<file path="src/rtl/mem_initiator.sv">
// rtl/mem_initiator.sv - load/store initiator for a single-cycle-ack word memory port
module mem_initiator #(
  parameter int unsigned TIMEOUT_CYCLES = 16
) (
  input  logic        clk,
  input  logic        rst,
  input  logic        req_valid_i,
  output logic        req_ready_o,
  input  logic        req_we_i,
  input  logic [1:0]  req_size_i,
  input  logic        req_unsigned_i,
  input  logic [31:0] req_addr_i,
  input  logic [31:0] req_wdata_i,
  output logic        rsp_valid_o,
  output logic [31:0] rsp_rdata_o,
  output logic        rsp_err_o,
  output logic        mem_rd_en_o,
  output logic        mem_wr_en_o,
  output logic [31:0] mem_addr_o,
  output logic [31:0] mem_data_o,
  input  logic [31:0] mem_data_i,
  input  logic        mem_ack_i
);

  typedef enum logic [2:0] {
    S_IDLE, S_ISSUE_RD, S_WAIT_RD, S_ISSUE_WR, S_WAIT_WR, S_RESP
  } state_t;

  localparam logic [7:0] TO_LAST = 8'(TIMEOUT_CYCLES - 1);

  state_t      state_q, state_d;
  logic [7:0]  cnt_q, cnt_d;
  logic        we_q, uns_q;
  logic [1:0]  size_q, off_q;
  logic [15:0] wdata_q;
  logic        ready_q, rsp_valid_q, rsp_err_q, rd_en_q, wr_en_q;
  logic [31:0] rsp_rdata_q, addr_q, mdata_q;

  logic        accept, misalign, err_d;
  logic [31:0] rdata_d, wword_d, load_ext, merged;
  logic [7:0]  byte_sel;
  logic [15:0] half_sel;

  assign accept   = req_valid_i & ready_q;
  assign misalign = (req_size_i == 2'b11) |
                    ((req_size_i == 2'b01) & req_addr_i[0]) |
                    ((req_size_i == 2'b10) & (|req_addr_i[1:0]));

  // Lane extraction with extension for loads, lane merge for sub-word stores
  always_comb begin
    byte_sel = mem_data_i[7:0];
    merged   = mem_data_i;
    case (off_q)
      2'd0: byte_sel = mem_data_i[7:0];
      2'd1: byte_sel = mem_data_i[15:8];
      2'd2: byte_sel = mem_data_i[23:16];
      default: byte_sel = mem_data_i[31:24];
    endcase
    half_sel = off_q[1] ? mem_data_i[31:16] : mem_data_i[15:0];
    case (size_q)
      2'b00:   load_ext = {{24{~uns_q & byte_sel[7]}}, byte_sel};
      2'b01:   load_ext = {{16{~uns_q & half_sel[15]}}, half_sel};
      default: load_ext = mem_data_i;
    endcase
    if (size_q == 2'b00) begin
      case (off_q)
        2'd0: merged[7:0]   = wdata_q[7:0];
        2'd1: merged[15:8]  = wdata_q[7:0];
        2'd2: merged[23:16] = wdata_q[7:0];
        default: merged[31:24] = wdata_q[7:0];
      endcase
    end else if (off_q[1]) begin
      merged[31:16] = wdata_q;
    end else begin
      merged[15:0] = wdata_q;
    end
  end

  // Next-state logic plus the values loaded into the registered outputs
  always_comb begin
    state_d = state_q;
    cnt_d   = cnt_q;
    err_d   = 1'b0;
    rdata_d = 32'd0;
    wword_d = mdata_q;
    case (state_q)
      S_IDLE: begin
        if (accept) begin
          if (misalign) begin
            state_d = S_RESP;
            err_d   = 1'b1;
          end else if (req_we_i && req_size_i == 2'b10) begin
            state_d = S_ISSUE_WR;
            wword_d = req_wdata_i;
          end else begin
            state_d = S_ISSUE_RD;
          end
        end
      end
      S_ISSUE_RD: begin
        state_d = S_WAIT_RD;
        cnt_d   = 8'd0;
      end
      S_WAIT_RD: begin
        if (mem_ack_i) begin
          if (we_q) begin
            state_d = S_ISSUE_WR;
            wword_d = merged;
          end else begin
            state_d = S_RESP;
            rdata_d = load_ext;
          end
        end else if (cnt_q == TO_LAST) begin
          state_d = S_RESP;
          err_d   = 1'b1;
        end else begin
          cnt_d = cnt_q + 8'd1;
        end
      end
      S_ISSUE_WR: begin
        state_d = S_WAIT_WR;
        cnt_d   = 8'd0;
      end
      S_WAIT_WR: begin
        if (mem_ack_i) begin
          state_d = S_RESP;
        end else if (cnt_q == TO_LAST) begin
          state_d = S_RESP;
          err_d   = 1'b1;
        end else begin
          cnt_d = cnt_q + 8'd1;
        end
      end
      S_RESP:  state_d = S_IDLE;
      default: state_d = S_IDLE;
    endcase
  end

  // State, request latch and registered outputs decoded from the next state
  always_ff @(posedge clk) begin
    if (rst) begin
      state_q     <= S_IDLE;
      cnt_q       <= 8'd0;
      we_q        <= 1'b0;
      uns_q       <= 1'b0;
      size_q      <= 2'b00;
      off_q       <= 2'b00;
      wdata_q     <= 16'd0;
      ready_q     <= 1'b0;
      rsp_valid_q <= 1'b0;
      rsp_err_q   <= 1'b0;
      rsp_rdata_q <= 32'd0;
      rd_en_q     <= 1'b0;
      wr_en_q     <= 1'b0;
      addr_q      <= 32'd0;
      mdata_q     <= 32'd0;
    end else begin
      state_q     <= state_d;
      cnt_q       <= cnt_d;
      ready_q     <= (state_d == S_IDLE);
      rd_en_q     <= (state_d == S_ISSUE_RD);
      wr_en_q     <= (state_d == S_ISSUE_WR);
      rsp_valid_q <= (state_d == S_RESP);
      rsp_err_q   <= err_d;
      rsp_rdata_q <= rdata_d;
      mdata_q     <= wword_d;
      if (accept) begin
        we_q    <= req_we_i;
        uns_q   <= req_unsigned_i;
        size_q  <= req_size_i;
        off_q   <= req_addr_i[1:0];
        wdata_q <= req_wdata_i[15:0];
        addr_q  <= {req_addr_i[31:2], 2'b00};
      end
    end
  end

  assign req_ready_o = ready_q;
  assign rsp_valid_o = rsp_valid_q;
  assign rsp_err_o   = rsp_err_q;
  assign rsp_rdata_o = rsp_rdata_q;
  assign mem_rd_en_o = rd_en_q;
  assign mem_wr_en_o = wr_en_q;
  assign mem_addr_o  = addr_q;
  assign mem_data_o  = mdata_q;

endmodule

</file>
<file path="config.mk">
export PLATFORM = sky130hd
export DESIGN_NAME = mem_initiator
export DESIGN_NICKNAME = d
export VERILOG_FILES = /design/src/rtl/mem_initiator.sv
export SDC_FILE = /design/constraint.sdc
export NUM_CORES = 1
export LEC_CHECK = 0
export BUFFER_PORTS_ARGS = -buffer_cell sky130_fd_sc_hd__buf_2
export CAP_MARGIN = 20
export CELL_PAD_IN_SITES_DETAIL_PLACEMENT = 0
export CELL_PAD_IN_SITES_GLOBAL_PLACEMENT = 1
export CORE_AREA = 2 2 142 144
export CTS_CLUSTER_DIAMETER = 200
export CTS_CLUSTER_SIZE = 24
export DETAILED_ROUTE_END_ITERATION = 16
export DIE_AREA = 0 0 144 146
export GPL_TIMING_DRIVEN = 0
export PLACE_DENSITY = 0.86
export REMOVE_ABC_BUFFERS = 1
export SYNTH_ARGS = -nofsm -noshare
export SYNTH_HDL_FRONTEND = slang
export SYNTH_SLANG_ARGS = --single-unit
export TNS_END_PERCENT = 100
</file>
<file path="constraint.sdc">
create_clock -name clk -period 1.8 [get_ports clk]
set_input_delay 0.09 -clock clk [delete_from_list [all_inputs] [get_ports clk]]
set_output_delay 0.09 -clock clk [all_outputs]
set_load 0.01 [all_outputs]
</file>
* Word level (Yosys, flattened, before mapping)
Index checks and enable logic that the tools add are counted.
** Word-level totals
- Logic and storage cells :: 93
- Input bits :: 104
- Output and inout bits :: 101
- Register bits after elaboration :: 132
** Cells by class
- Eq/ne operators :: 21
- Reduce and logical (&&, ||, !) cells :: 14
- Add/subtract/negate cells :: 1
- Bitwise operators :: 10
- Muxes and demuxes :: 32
** Operators by type and width (number)
- 32-bit 2-to-1 mux :: 6
- 32-bit one-hot mux with 2 select lines :: 2
- 16-bit 2-to-1 mux :: 3
- 8-bit 2-to-1 mux :: 6
- 8-bit one-hot mux with 3 select lines :: 1
- 3-bit 2-to-1 mux :: 6
- 8-bit one-hot mux with 2 select lines :: 1
- 3-bit one-hot mux with 5 select lines :: 1
- 2-bit != test, second input constant :: 7
- 3-bit by 2-bit == test with 1-bit output, second input constant :: 3
- 8-bit by 1-bit adder with 8-bit output, second input constant :: 1
- 8-bit by 4-bit == test with 1-bit output, second input constant :: 1
- 2-bit by 1-bit == test with 1-bit output, second input constant :: 3
- 2-bit == test, second input constant :: 3
- 3-bit by 1-bit == test with 1-bit output, second input constant :: 2
- 3-bit == test, second input constant :: 2
- 3-bit zero test :: 2
- 6-bit AND reduction :: 1
- 2-bit OR reduction :: 3
- 1-bit bitwise AND :: 5
- 2-bit zero test :: 2
- 1-bit 2-to-1 mux :: 4
- 2-bit nonzero test :: 2
- 4-bit OR reduction :: 1
- other kinds (7) :: 10

* Depth between registers and ports, before layout
Gate-level depths: netlist (run 1).
- Depth after elaboration :: 8
- Mapped depth :: 8
- Mapped depth without buffers :: 6

* Least setup slack after synthesis (run 1)
Ideal clock, no wire load.
- Path type :: register to register
- Start :: register cnt_q[0] (netlist name)
- End :: register mdata_q[14], in the netlist mem_data_o[14]
- Buffers on the path :: 2
- Required time :: 1.654 ns
- Clock period less this slack :: 1.778 ns
- Data arrival time :: 1.632 ns
- Library setup time :: 0.146 ns
- Cell stages (with the launch flop) :: 9
- Path slack :: 0.022 ns
- Path through :: dfxtp_1 -> ha_1 -> and3_1 -> a21oi_2 -> a211o_1 -> buf_6 -> buf_6 -> a21oi_1 -> a211oi_2
** RTL lines
- end signal, assigned :: line 166 : mdata_q <= wword_d;
- end, declared :: line 37 : logic [31:0] rsp_rdata_q, addr_q, mdata_q;

* Final worst setup path (run 1)
- Start :: register cnt_q[1]
- End :: register ready_q, in the netlist req_ready_o
** On the way
- Cells in the longest elaborated chain, start to end :: 5
- Elaborated cells on any way between the ends :: 6
- Those cells by class :: 1 x eq/ne; 4 x mux; 1 x reduce/logical
** RTL lines
- start, declared :: line 32 : logic [7:0] cnt_q, cnt_d;
- start signal, assigned :: line 159 : cnt_q <= cnt_d;
- 8-bit by 4-bit == test with 1-bit output * :: line 113, 127
- 3-bit 2-to-1 mux * :: line 113, 127
- 3-bit 2-to-1 mux (on tied branches) :: line 125, 105
- 3-bit one-hot mux with 5 select lines * :: line 86 : case (state_q)
- 3-bit zero test * :: line 160 : ready_q <= (state_d == S_IDLE);
- end signal, assigned :: line 160
- end, declared :: line 36 : logic ready_q, rsp_valid_q, rsp_err_q, rd_en_q, wr_en_q;
Every way passes the cells marked *; elsewhere a longest branch is shown, timed or not.
A chain may end at the register's enable or synchronous reset.

==> key figures, run 1 <==
Clock network
  – CTS tree: yes
  – Clock transition at the registers of the reported paths: 0.07 ns
  – Root Driver: clkbuf_16
  – Worst-skew pair later-pin latency: 0.43 ns
  – TritonCTS buffer count: 17
  – H-tree depth: 4
  – CTS max path bufs: 2
  – # clock sinks: 132

Detailed routing
  – Vias/cell: 5.10
  – First-pass iteration count of the detailed router: 5
  – DRT iter0 DRCs: 386
  – Routed len/inst: 19.4 um
  – Routed vias: 6856
  – Post-DRT Antenna Nets: 0
  – Final wirelength: 26100 um
  – DRC viols: 0

Critical path
  – R2r worst-path depth: 8
  – R2r startpoint: cnt_q[1]$_SDFFE_PP0P_
  – WS Path Type: flip-flop to flip-flop
  – CP Launch Type: flip-flop
  – Crit. End Element: flip-flop
  – Worst EP required: 2.13 ns
  – R2R Setup Slk: -0.05 ns
  – RR Endpoint: req_ready_o$_SDFF_PP0_
  – Crit path arrival time: 2.18 ns
  – Max FO, Critical Path: 13

STA
  – Clock skew: 0.00888 ns
  – RSZ-0062 raised after global routing: true
  – Final worst slack: -0.0491 ns
  – Final period utilization: 1.03
  – Setup TNS: -0.286 ns
  – Final Critical Period: 1.85 ns
  – Setup violators final: 19
  – Hold Fails Final Rpt: 0
  – Worst slew margin: 0.644
  – Slew @ Worst Pin: 0.535 ns
  – Final Max Tran Viols: 0
  – Fmax: 541 MHz

Synthesis
  – Synthesized flop and latch total: 132
  – Ys flop type: dfxtp_1
  – Synthesis warning total: 0
  – Seq/Total Area, Yosys: 0.419
  – Synthesized area per cell: 8.31 um^2
  – Mapped cell area: 6310 um^2
  – Distinct cells, synth: 54
  – Yosys top cell by area: dfxtp_1
  – Post-Synthesis Cells: 759
  – Synth area leaders: dfxtp_1 42%, a21oi_1 9.8%, nand2_1 8.5%
  – Yosys top cell area share: 0.419
  – Fraction of registers with async set or reset after synthesis: 0
  – Post-synth EDFFs: 0

Pwr
  – Peak VDD IR: 0.670 mV
  – PnR Total Power: 10900 uW
  – Pwr dens: 1090 nW/um^2
  – LEAKAGE: 0.00419 uW

Run
  – Max_cap viols: 0

Die
  – Top-level port count: 205
  – Core ar.: 19300 um^2
  – Die area: 21000 um^2
  – Die Width: 144 um
  – Starting density of the core: 0.326
  – # rows: 51
  – Die height: 146 um

Place
  – Final HPWL from detailed placement: 14300 um
  – Port Buf Inserts: 202
  – Setup WS pre-CTS: -1.22 ns
  – GP Congestion: 0.775

Layout
  – Final net count: 1171
  – Leading cell type in the layout, fill and taps excluded: buf_2
  – Most frequent cells in the layout: 201 x buf_2, 141 x nand2_1, 119 x dfxtp_1, 102 x a21oi_1, 83 x dlygate4sd3_1
  – Layout area overhead: 59.5%
  – Filler cells: 1768
  – Post-Route Utilization: 0.520
  – Share of layout cells above drive strength 1: 0.396

Global routing
  – GRT overflow: 0
  – Global-route wire length before repair: 37900 um
  – Largest net degree at the start of global routing: 73
  – Gr usage total: 0.237
  – Number of global-route vias before repair: 6741
  – Initial antenna violation count: 1

Outcome
  – Status: finished, violations left
  – Failing checks: negative setup slack

Min path
  – Worst Hold End: mem_data_o[28]$_SDFFE_PP0P_
  – WHS Path Cells: 3
  – Worst Hold Class: input pin to flip-flop
  – Min-delay src: req_wdata_i[28]
[per-layer routing]
layer,GRT usage,share of wire,vias up,wire [um]
met5,0,0,-,0
met4,0.0809,0.025,0,656
met3,0.0573,0.074,41,1920
met2,0.385,0.47,274,12200
met1,0.305,0.43,3245,11300
li1,-,-,3296,-
[registers in the layout, indices dropped and copies added, names as in the netlist, 2 cells and up]
register and flops:
off_q 2, cnt_q 8, mem_data_o 32, rsp_rdata_o 32, state_q 3, mem_addr_o 30, size_q 2, wdata_q 16
[critical path: stages, from the launching register on]
cell and delay (ns):
dfxtp_2 0.33, ha_4 0.15, and3_4 0.20, a21oi_4 0.24, buf_4 0.17, o21bai_4 0.09, buf_12 0.17, buf_4 0.14
nor4_4 0.25
[cell usage after synthesis, drive strengths merged (3+ instances only)]
cell	instances
and3	3
nor4	3
a31oi	7
inv	19
a21oi	124
clkbuf	41
dfxtp	132
o21ai	42
buf	23
o2111ai	11
nor2	53
a221oi	8
nor3	4
o221a	7
nand2b	21
or2	3
nand2	143
nand3	12
a211oi	17
mux2	17
xor2	5
a211o	10
mux2i	32
[repair_timing]
action,CTS,global route
hold buffers,83,0
endpoints found under the setup margin,76,60
resized for setup,54,67
gates cloned,8,4
pin swaps,14,29
endpoints found under the hold margin,83,0
buffers inserted,27,22
[worst max path at each step]
| stage | startpoint | to | slack [ns] | cells after the start |
|---|---|---|---|---|
| 6_report | cnt_q[1]$_SDFFE_PP0P_ | req_ready_o$_SDFF_PP0_ | -0.05 | 8 |
| 5_1_grt | cnt_q[1]$_SDFFE_PP0P_ | cnt_q[7]$_SDFFE_PP0P_ | -0.13 | 8 |
| 4_1_cts | cnt_q[1]$_SDFFE_PP0P_ | mem_data_o[27]$_SDFFE_PP0P_ | -0.03 | 9 |
| 3_5_place_dp | state_q[1]$_SDFF_PP0_ | mem_data_o[21]$_SDFFE_PP0P_ | -1.22 | 4 |
| 3_3_place_gp | state_q[1]$_SDFF_PP0_ | mem_data_o[23]$_SDFFE_PP0P_ | -2.44 | 4 |
| 2_1_floorplan | state_q[1]$_SDFF_PP0_ | mem_data_o[16]$_SDFFE_PP0P_ | -1.15 | 4 |
[metrics by stage]
| stage | hold slack, ns | std cells | cell area [um^2] |
|---|---|---|---|
| floorplan | 0.155 | 696 | 5990 |
| global placement | 0.330 | 1163 | 7330 |
| detailed placement | 0.336 | 1170 | 7500 |
| CTS | 0.0121 | 1320 | 9520 |
| global route | 0.0196 | 1344 | 10100 |
| finish | 0.0196 | 1345 | 10100 |
[power breakdown]
| group | internal (uW) | total (uW) | switching (uW) | leakage, uW |
|---|---|---|---|---|
| Clock | 1950 | 3360 | 1420 | 0.000265 |
| Sequential | 3220 | 3530 | 318 | 0.00108 |
| Combinational | 1750 | 4020 | 2270 | 0.00285 |
| Total | 6910 | 10900 | 4010 | 0.00419 |
[layout make-up]
class / count / area [um^2] / area share
antenna: 1 / 2.50 / 0.000249
clock buffer: 18 / 439 / 0.0437
clock inverter: 14 / 130 / 0.0129
inverter: 19 / 78.8 / 0.00784
multi-input combinational: 554 / 3810 / 0.379
sequential: 132 / 2670 / 0.266
tap: 265 / 332 / 0.0330
timing repair buffer: 342 / 2590 / 0.257
[kinds of logic after synthesis]
kind of cell	count (synthesis)	share of synthesized area
AOI/OAI and AO/OA	235	0.242
xor gates and xnor gates	7	0.0109
buffers and inverters	83	0.0621
muxes	50	0.0847
DFF	132	0.419
other	1	0.000595
and+or+nand+nor	250	0.179
adders and majority gates	1	0.00198
No activity file was read; power rests on OpenSTA's default activity.
==> run 2: changes to the inputs <==
Settings changed: CORE_AREA 2 2 142 144 to 2 2 140 142, CTS_BUF_LIST set to sky130_fd_sc_hd__clkbuf_2, DIE_AREA 0 0 144 146 to 0 0 142 144, PLACE_DENSITY 0.86 to 0.88.
==> run 2 against run 1 <==
The run still ends with negative setup slack left. Power is 19% lower. Cell area is 4.5% lower. Fmax fell by 6.3%. Die area fell by 2.7%. Largest power group unchanged. Highest routed layer unchanged.
==> key figures, run 2 (synthesis results as in run 1) <==
Detailed routing
  – Vias/cell: 5.18
  – Routed len/inst: 18.9 um
  – Post-DRT Antenna Nets: 0
  – Routed vias: 6947
  – DRT iter0 DRCs: 478
  – DRC viols: 0
  – First-pass iteration count of the detailed router: 7
  – Final wirelength: 25400 um

Global routing
  – Largest net degree at the start of global routing: 67
  – GRT overflow: 0
  – Gr usage total: 0.240
  – Global-route wire length before repair: 37300 um
  – Initial antenna violation count: 0
  – Number of global-route vias before repair: 6647

Critical path
  – Worst setup endpoint: mem_data_o[15]$_SDFFE_PP0P_
  – Crit. End Element: flip-flop
  – Max FO, Critical Path: 7
  – Crit path arrival time: 2.62 ns
  – R2R Setup Slk: -0.17 ns
  – CP Launch Type: flip-flop
  – WS Path Type: flip-flop to flip-flop
  – Worst EP required: 2.44 ns
  – R2r worst-path depth: 8
  – Worst setup startpoint: cnt_q[6]$_SDFFE_PP0P_
  – RR Endpoint: mem_data_o[15]$_SDFFE_PP0P_
  – R2r startpoint: cnt_q[6]$_SDFFE_PP0P_

STA
  – Final Critical Period: 1.97 ns
  – Slew @ Worst Pin: 0.568 ns
  – Worst slew margin: 0.621
  – Final worst slack: -0.174 ns
  – Fmax: 507 MHz
  – Worst hold slack: 0.150 ns
  – Hold Fails Final Rpt: 0
  – RSZ-0062 raised after global routing: true
  – Clock skew: 0.0384 ns
  – Final period utilization: 1.10
  – Setup violators final: 34
  – Final Max Tran Viols: 0

Die
  – Die area: 20400 um^2
  – Die height: 144 um
  – Die Width: 142 um
  – # rows: 51
  – Top-level port count: 205
  – Starting density of the core: 0.331
  – Core ar.: 19100 um^2

Pwr
  – Pwr dens: 916 nW/um^2
  – Peak VDD IR: 0.694 mV
  – Clk network pwr share: 0.179
  – Combinational power share: 0.425
  – Switch share: 0.394
  – Reg power frac: 0.396
  – P_sw: 3470 uW
  – Total internal power: 5330 uW
  – LEAKAGE: 0.00409 uW

Min path
  – Worst Hold Class: input pin to flip-flop

Clock network
  – Clock transition at the registers of the reported paths: 0.21 ns
  – CTS max path bufs: 2
  – Worst-skew pair later-pin latency: 0.72 ns
  – Root Driver: clkbuf_2
  – TritonCTS buffer count: 17
  – CTS tree: yes
  – H-tree depth: 4
  – # clock sinks: 132

Layout
  – Layout area overhead: 52.3%
  – Most frequent cells in the layout: 201 x buf_2, 141 x nand2_1, 122 x dfxtp_1, 120 x a21oi_1, 116 x dlygate4sd3_1
  – Inserted Diodes: 0
  – Share of layout cells above drive strength 1: 0.347
  – Final std cells w/o fill: 1341
  – Filler cells: 1788
  – Leading cell type in the layout, fill and taps excluded: buf_2
  – Final net count: 1197

Place
  – Final HPWL from detailed placement: 14300 um
  – GP Congestion: 0.785
  – Port Buf Inserts: 202
  – Placed cells: 1144

Outcome
  – Failing checks: negative setup slack
  – Status: finished, violations left

Run
  – Max_cap viols: 0
## run 2: cell count changes in the layout (fill, tap and decap cells not counted), moves of 4 or more
cell           delta
clkinv_1          +4
a21oi_1          +18
a21oi_2          -16
clkbuf_16        -17
o21ai_2           +5
a221oi_1          +5
o2111ai_1         +7
o21ai_1           -5
a221oi_2          -5
clkinvlp_4        -6
dlygate4sd3_1    +33
o2111ai_2         -6
clkbuf_2         +21
## run 2: cell type report
class	instances	area, um^2	share of cell area
Timing Repair Buffer	369	2810	0.292
Clock inverter	8	62.6	0.00651
Multi-Input combinational cell	553	3590	0.374
Inverter	19	71.3	0.00742
Clock buffer	22	110	0.0115
Sequential cell	132	2670	0.278
Tap cell	238	298	0.0310
## run 2: timing repair
action                     4_1_cts  5_1_grt
pin swaps                       14       16
resized for setup               58       27
setup buffers                   34        9
hold endpoints to repair       124        0
hold buffers                   116        0
gates cloned                     7        2
setup endpoints to repair       76       85
## run 2: worst max-delay path: stages (launching register included)
cell      delay, ns
dfxtp_4        0.41
nor4_4         0.37
a21oi_4        0.13
buf_6          0.14
a211oi_4       0.27
buf_6          0.17
nor2_4         0.05
buf_12         0.14
a211oi_2       0.21
## run 2: worst min path at each step
stage                        start                     endpoint  slack (ns)  depth (start not counted)
CTS                  req_addr_i[6]   mem_addr_o[6]$_SDFFE_PP0P_        0.07                          4
detailed placement  req_addr_i[19]  mem_addr_o[19]$_SDFFE_PP0P_        0.34                          3
finish               req_addr_i[6]   mem_addr_o[6]$_SDFFE_PP0P_        0.15                          4
floorplan                      rst  mem_data_o[10]$_SDFFE_PP0P_        0.15                          1
global placement    req_addr_i[22]  mem_addr_o[22]$_SDFFE_PP0P_        0.33                          3
global route        req_addr_i[21]  mem_addr_o[21]$_SDFFE_PP0P_        0.11                          4
## run 2: power groups by stage
stage	clock, uW	sequential, uW	combinational, uW
2_1_floorplan	0	3580	1400
3_3_place_gp	0	3560	2360
3_5_place_dp	0	3530	2580
4_1_cts	1630	3480	3460
5_1_grt	1730	3520	4010
6_report	1570	3480	3740
## run 2: layer usage
layer | vias to the layer above | wire length [um] | global-route usage
met5 | - | 0 | 0
met1 | 3245 | 10600 | 0.293
met4 | 0 | 695 | 0.0784
met2 | 317 | 12100 | 0.406
met3 | 50 | 1920 | 0.0725
li1 | 3335 | - | -
## run 2: through the flow
step | worst slack [ns] | power (uW) | util | cell area, um^2 | TNS, ns
after global placement | -2.49 | 5910 | 0.383 | 7300 | -174.17
after detailed placement | -1.17 | 6100 | 0.392 | 7490 | -62.14
final | -0.174 | 8800 | 0.504 | 9610 | -3.86
after floorplan | -1.15 | 4980 | - | 5990 | -58.38
after global routing | -0.213 | 9260 | 0.504 | 9610 | -5.56
after CTS | -0.0554 | 8560 | 0.493 | 9410 | -0.761
==> run 3: changes to the inputs <==
Settings changed: CORE_AREA 2 2 140 142 to 2 2 125 158, DIE_AREA 0 0 142 144 to 0 0 127 160.
==> run 3 against run 2 <==
The run still ends with negative setup slack left. Count of clock-buffer cells in the layout down 4. Hold slack worse by 0.021 ns. Sequential cell count did not move. Global-route usage fell by 0.54 points. Sequential share of layout area fell by 1.4 points. Utilization grew 3.0 points. Power rose by 10%. Largest power group unchanged.
==> key figures, run 3 (synthesis results as in run 1) <==
Detailed routing
  – Uppermost layer routed: met4
  – Post-DRT Antenna Nets: 0
  – First-pass iteration count of the detailed router: 5
  – Routed vias: 7145
  – Detail Route met3 WL: 1690 um
  – Vias/cell: 5.23
  – DRC viols: 0
  – Met1 WL: 10100 um
  – DRT iter0 DRCs: 564
  – WL met2: 12800 um
  – Routed len/inst: 18.8 um
  – Final wirelength: 25700 um

Die
  – Die height: 160 um
  – Core ar.: 19000 um^2
  – # rows: 57
  – Starting density of the core: 0.332
  – Die area: 20300 um^2
  – Die Width: 127 um
  – Top-level port count: 205

Critical path
  – Crit path arrival time: 2.64 ns
  – R2r startpoint: state_q[1]$_SDFF_PP0_
  – R2R Setup Slk: -0.19 ns
  – Buffers & Inverters on Critical Path: 4
  – R2r worst-path depth: 8
  – WS Path Type: flip-flop to flip-flop
  – Worst setup startpoint: state_q[1]$_SDFF_PP0_
  – Worst EP required: 2.45 ns
  – Critical-path top delay cell: dfxtp_4
  – Top Family by Delay on Critical Path: buffers and inverters
  – Worst setup endpoint: mem_data_o[0]$_SDFFE_PP0P_
  – Crit. End Element: flip-flop
  – Max FO, Critical Path: 10
  – Crit-path cells: buf_4 > nor3b_4 > buf_4 > a211oi_4 > buf_6 > nor2_4 > buf_12 > mux2i_1
  – Crit path top cell by count: buf_4
  – CP Launch Type: flip-flop
  – CP max stage delay: 0.49 ns
  – RR Endpoint: mem_data_o[0]$_SDFFE_PP0P_
  – Cell depth of the worst setup path: 8

Clock network
  – H-tree depth: 4
  – CTS tree: yes
  – # clock sinks: 132
  – Root Driver: clkbuf_2
  – TritonCTS buffer count: 17
  – Clock transition at the registers of the reported paths: 0.23 ns
  – Worst-skew pair later-pin latency: 0.72 ns
  – CTS max path bufs: 2

STA
  – Worst slew margin: 0.575
  – RSZ-0062 raised after global routing: true
  – Final Critical Period: 1.99 ns
  – Setup TNS: -4.14 ns
  – Final worst slack: -0.190 ns
  – Final period utilization: 1.11
  – Setup violators final: 43
  – Slew @ Worst Pin: 0.637 ns
  – Hold Fails Final Rpt: 0
  – Final Max Tran Viols: 0
  – Worst hold slack: 0.129 ns
  – Fmax: 503 MHz
  – Clock skew: 0.0315 ns

Min path
  – Worst Hold Class: input pin to flip-flop

Outcome
  – Failing checks: negative setup slack
  – Status: finished, violations left

Layout
  – Filler cells: 1704
  – Layout area overhead: 60.5%
  – Leading cell type in the layout, fill and taps excluded: buf_2
  – Share of layout cells above drive strength 1: 0.365
  – Fin area: 10100 um^2
  – Most frequent cells in the layout: 201 x buf_2, 141 x nand2_1, 133 x dlygate4sd3_1, 122 x dfxtp_1, 111 x a21oi_1
  – Final net count: 1219

Place
  – Port Buf Inserts: 202
  – GP Congestion: 0.827
  – Placed Area: 7480 um^2
  – Final HPWL from detailed placement: 14000 um

Global routing
  – Initial antenna violation count: 3
  – Largest net degree at the start of global routing: 63
  – Global-route wire length before repair: 37100 um
  – Number of global-route vias before repair: 6953
  – GRT overflow: 0
  – Gr usage total: 0.235

Pwr
  – LEAKAGE: 0.00418 uW
  – Peak VDD IR: 0.418 mV
  – Pwr dens: 957 nW/um^2

Run
  – Max_cap viols: 0
==> run 3: worst register-to-register path, stage by stage, from the launching register on <==
cell      delay (ns)
dfxtp_4         0.49
buf_4           0.16
nor3b_4         0.25
buf_4           0.18
a211oi_4        0.07
buf_6           0.15
nor2_4          0.22
buf_12          0.18
mux2i_1         0.22
==> run 3: area by class of cell <==
class / count / area, um^2 / area share
multi-input cells: 552 / 3740 / 0.369
repair buffers: 392 / 3060 / 0.303
flip-flops and latches: 132 / 2670 / 0.264
well taps: 236 / 295 / 0.0292
clock inverters: 14 / 185 / 0.0183
clock buffers: 18 / 90.1 / 0.00890
inverters: 19 / 71.3 / 0.00705
diodes: 3 / 7.51 / 0.000742
==> run 3: where the power goes <==
| group | leakage [uW] | internal [uW] | switching, uW | total, uW |
|---|---|---|---|---|
| Sequential | 0.00108 | 3220 | 277 | 3490 |
| Combinational | 0.00295 | 1810 | 2260 | 4070 |
| Clock | 0.000152 | 908 | 1220 | 2130 |
==> run 3: per-layer routing <==
| layer | up-vias | track usage |
|---|---|---|
| met1 | 3392 | 0.263 |
| met2 | 313 | 0.409 |
| met4 | 0 | 0.123 |
| met5 | - | 0 |
| li1 | 3381 | - |
| met3 | 59 | 0.0576 |
==> run 3: how the worst min path moves through the flow <==
stage	startpoint	to	slack, ns	cells past startpoint
after floorplan	rst	mem_data_o[10]$_SDFFE_PP0P_	0.15	1
after global placement	req_addr_i[9]	mem_addr_o[9]$_SDFFE_PP0P_	0.33	3
after detailed placement	req_addr_i[3]	mem_addr_o[3]$_SDFFE_PP0P_	0.34	3
after CTS	req_addr_i[23]	mem_addr_o[23]$_SDFFE_PP0P_	0.03	4
after global routing	req_addr_i[26]	mem_addr_o[26]$_SDFFE_PP0P_	0.03	4
final	req_addr_i[12]	mem_addr_o[12]$_SDFFE_PP0P_	0.13	4
==> run 3: metrics by stage <==
| stage | util | power, uW | worst slack (ns) | instances |
|---|---|---|---|---|
| global placement | 0.385 | 5910 | -2.54 | 1134 |
| detailed placement | 0.395 | 6090 | -1.23 | 1142 |
| floorplan | - | 4980 | -1.15 | 696 |
| finish | 0.534 | 9690 | -0.190 | 1366 |
| global route | 0.534 | 10100 | -0.258 | 1366 |
| CTS | 0.502 | 9070 | -0.188 | 1334 |
==> run 3: repair_timing <==
item                       CTS  global route
cloned                       6             5
pin swaps                   10            30
setup endpoints to repair   76            78
setup buffers               21            24
hold endpoints to repair   131             0
resized for setup           39            74
hold buffers               133             0
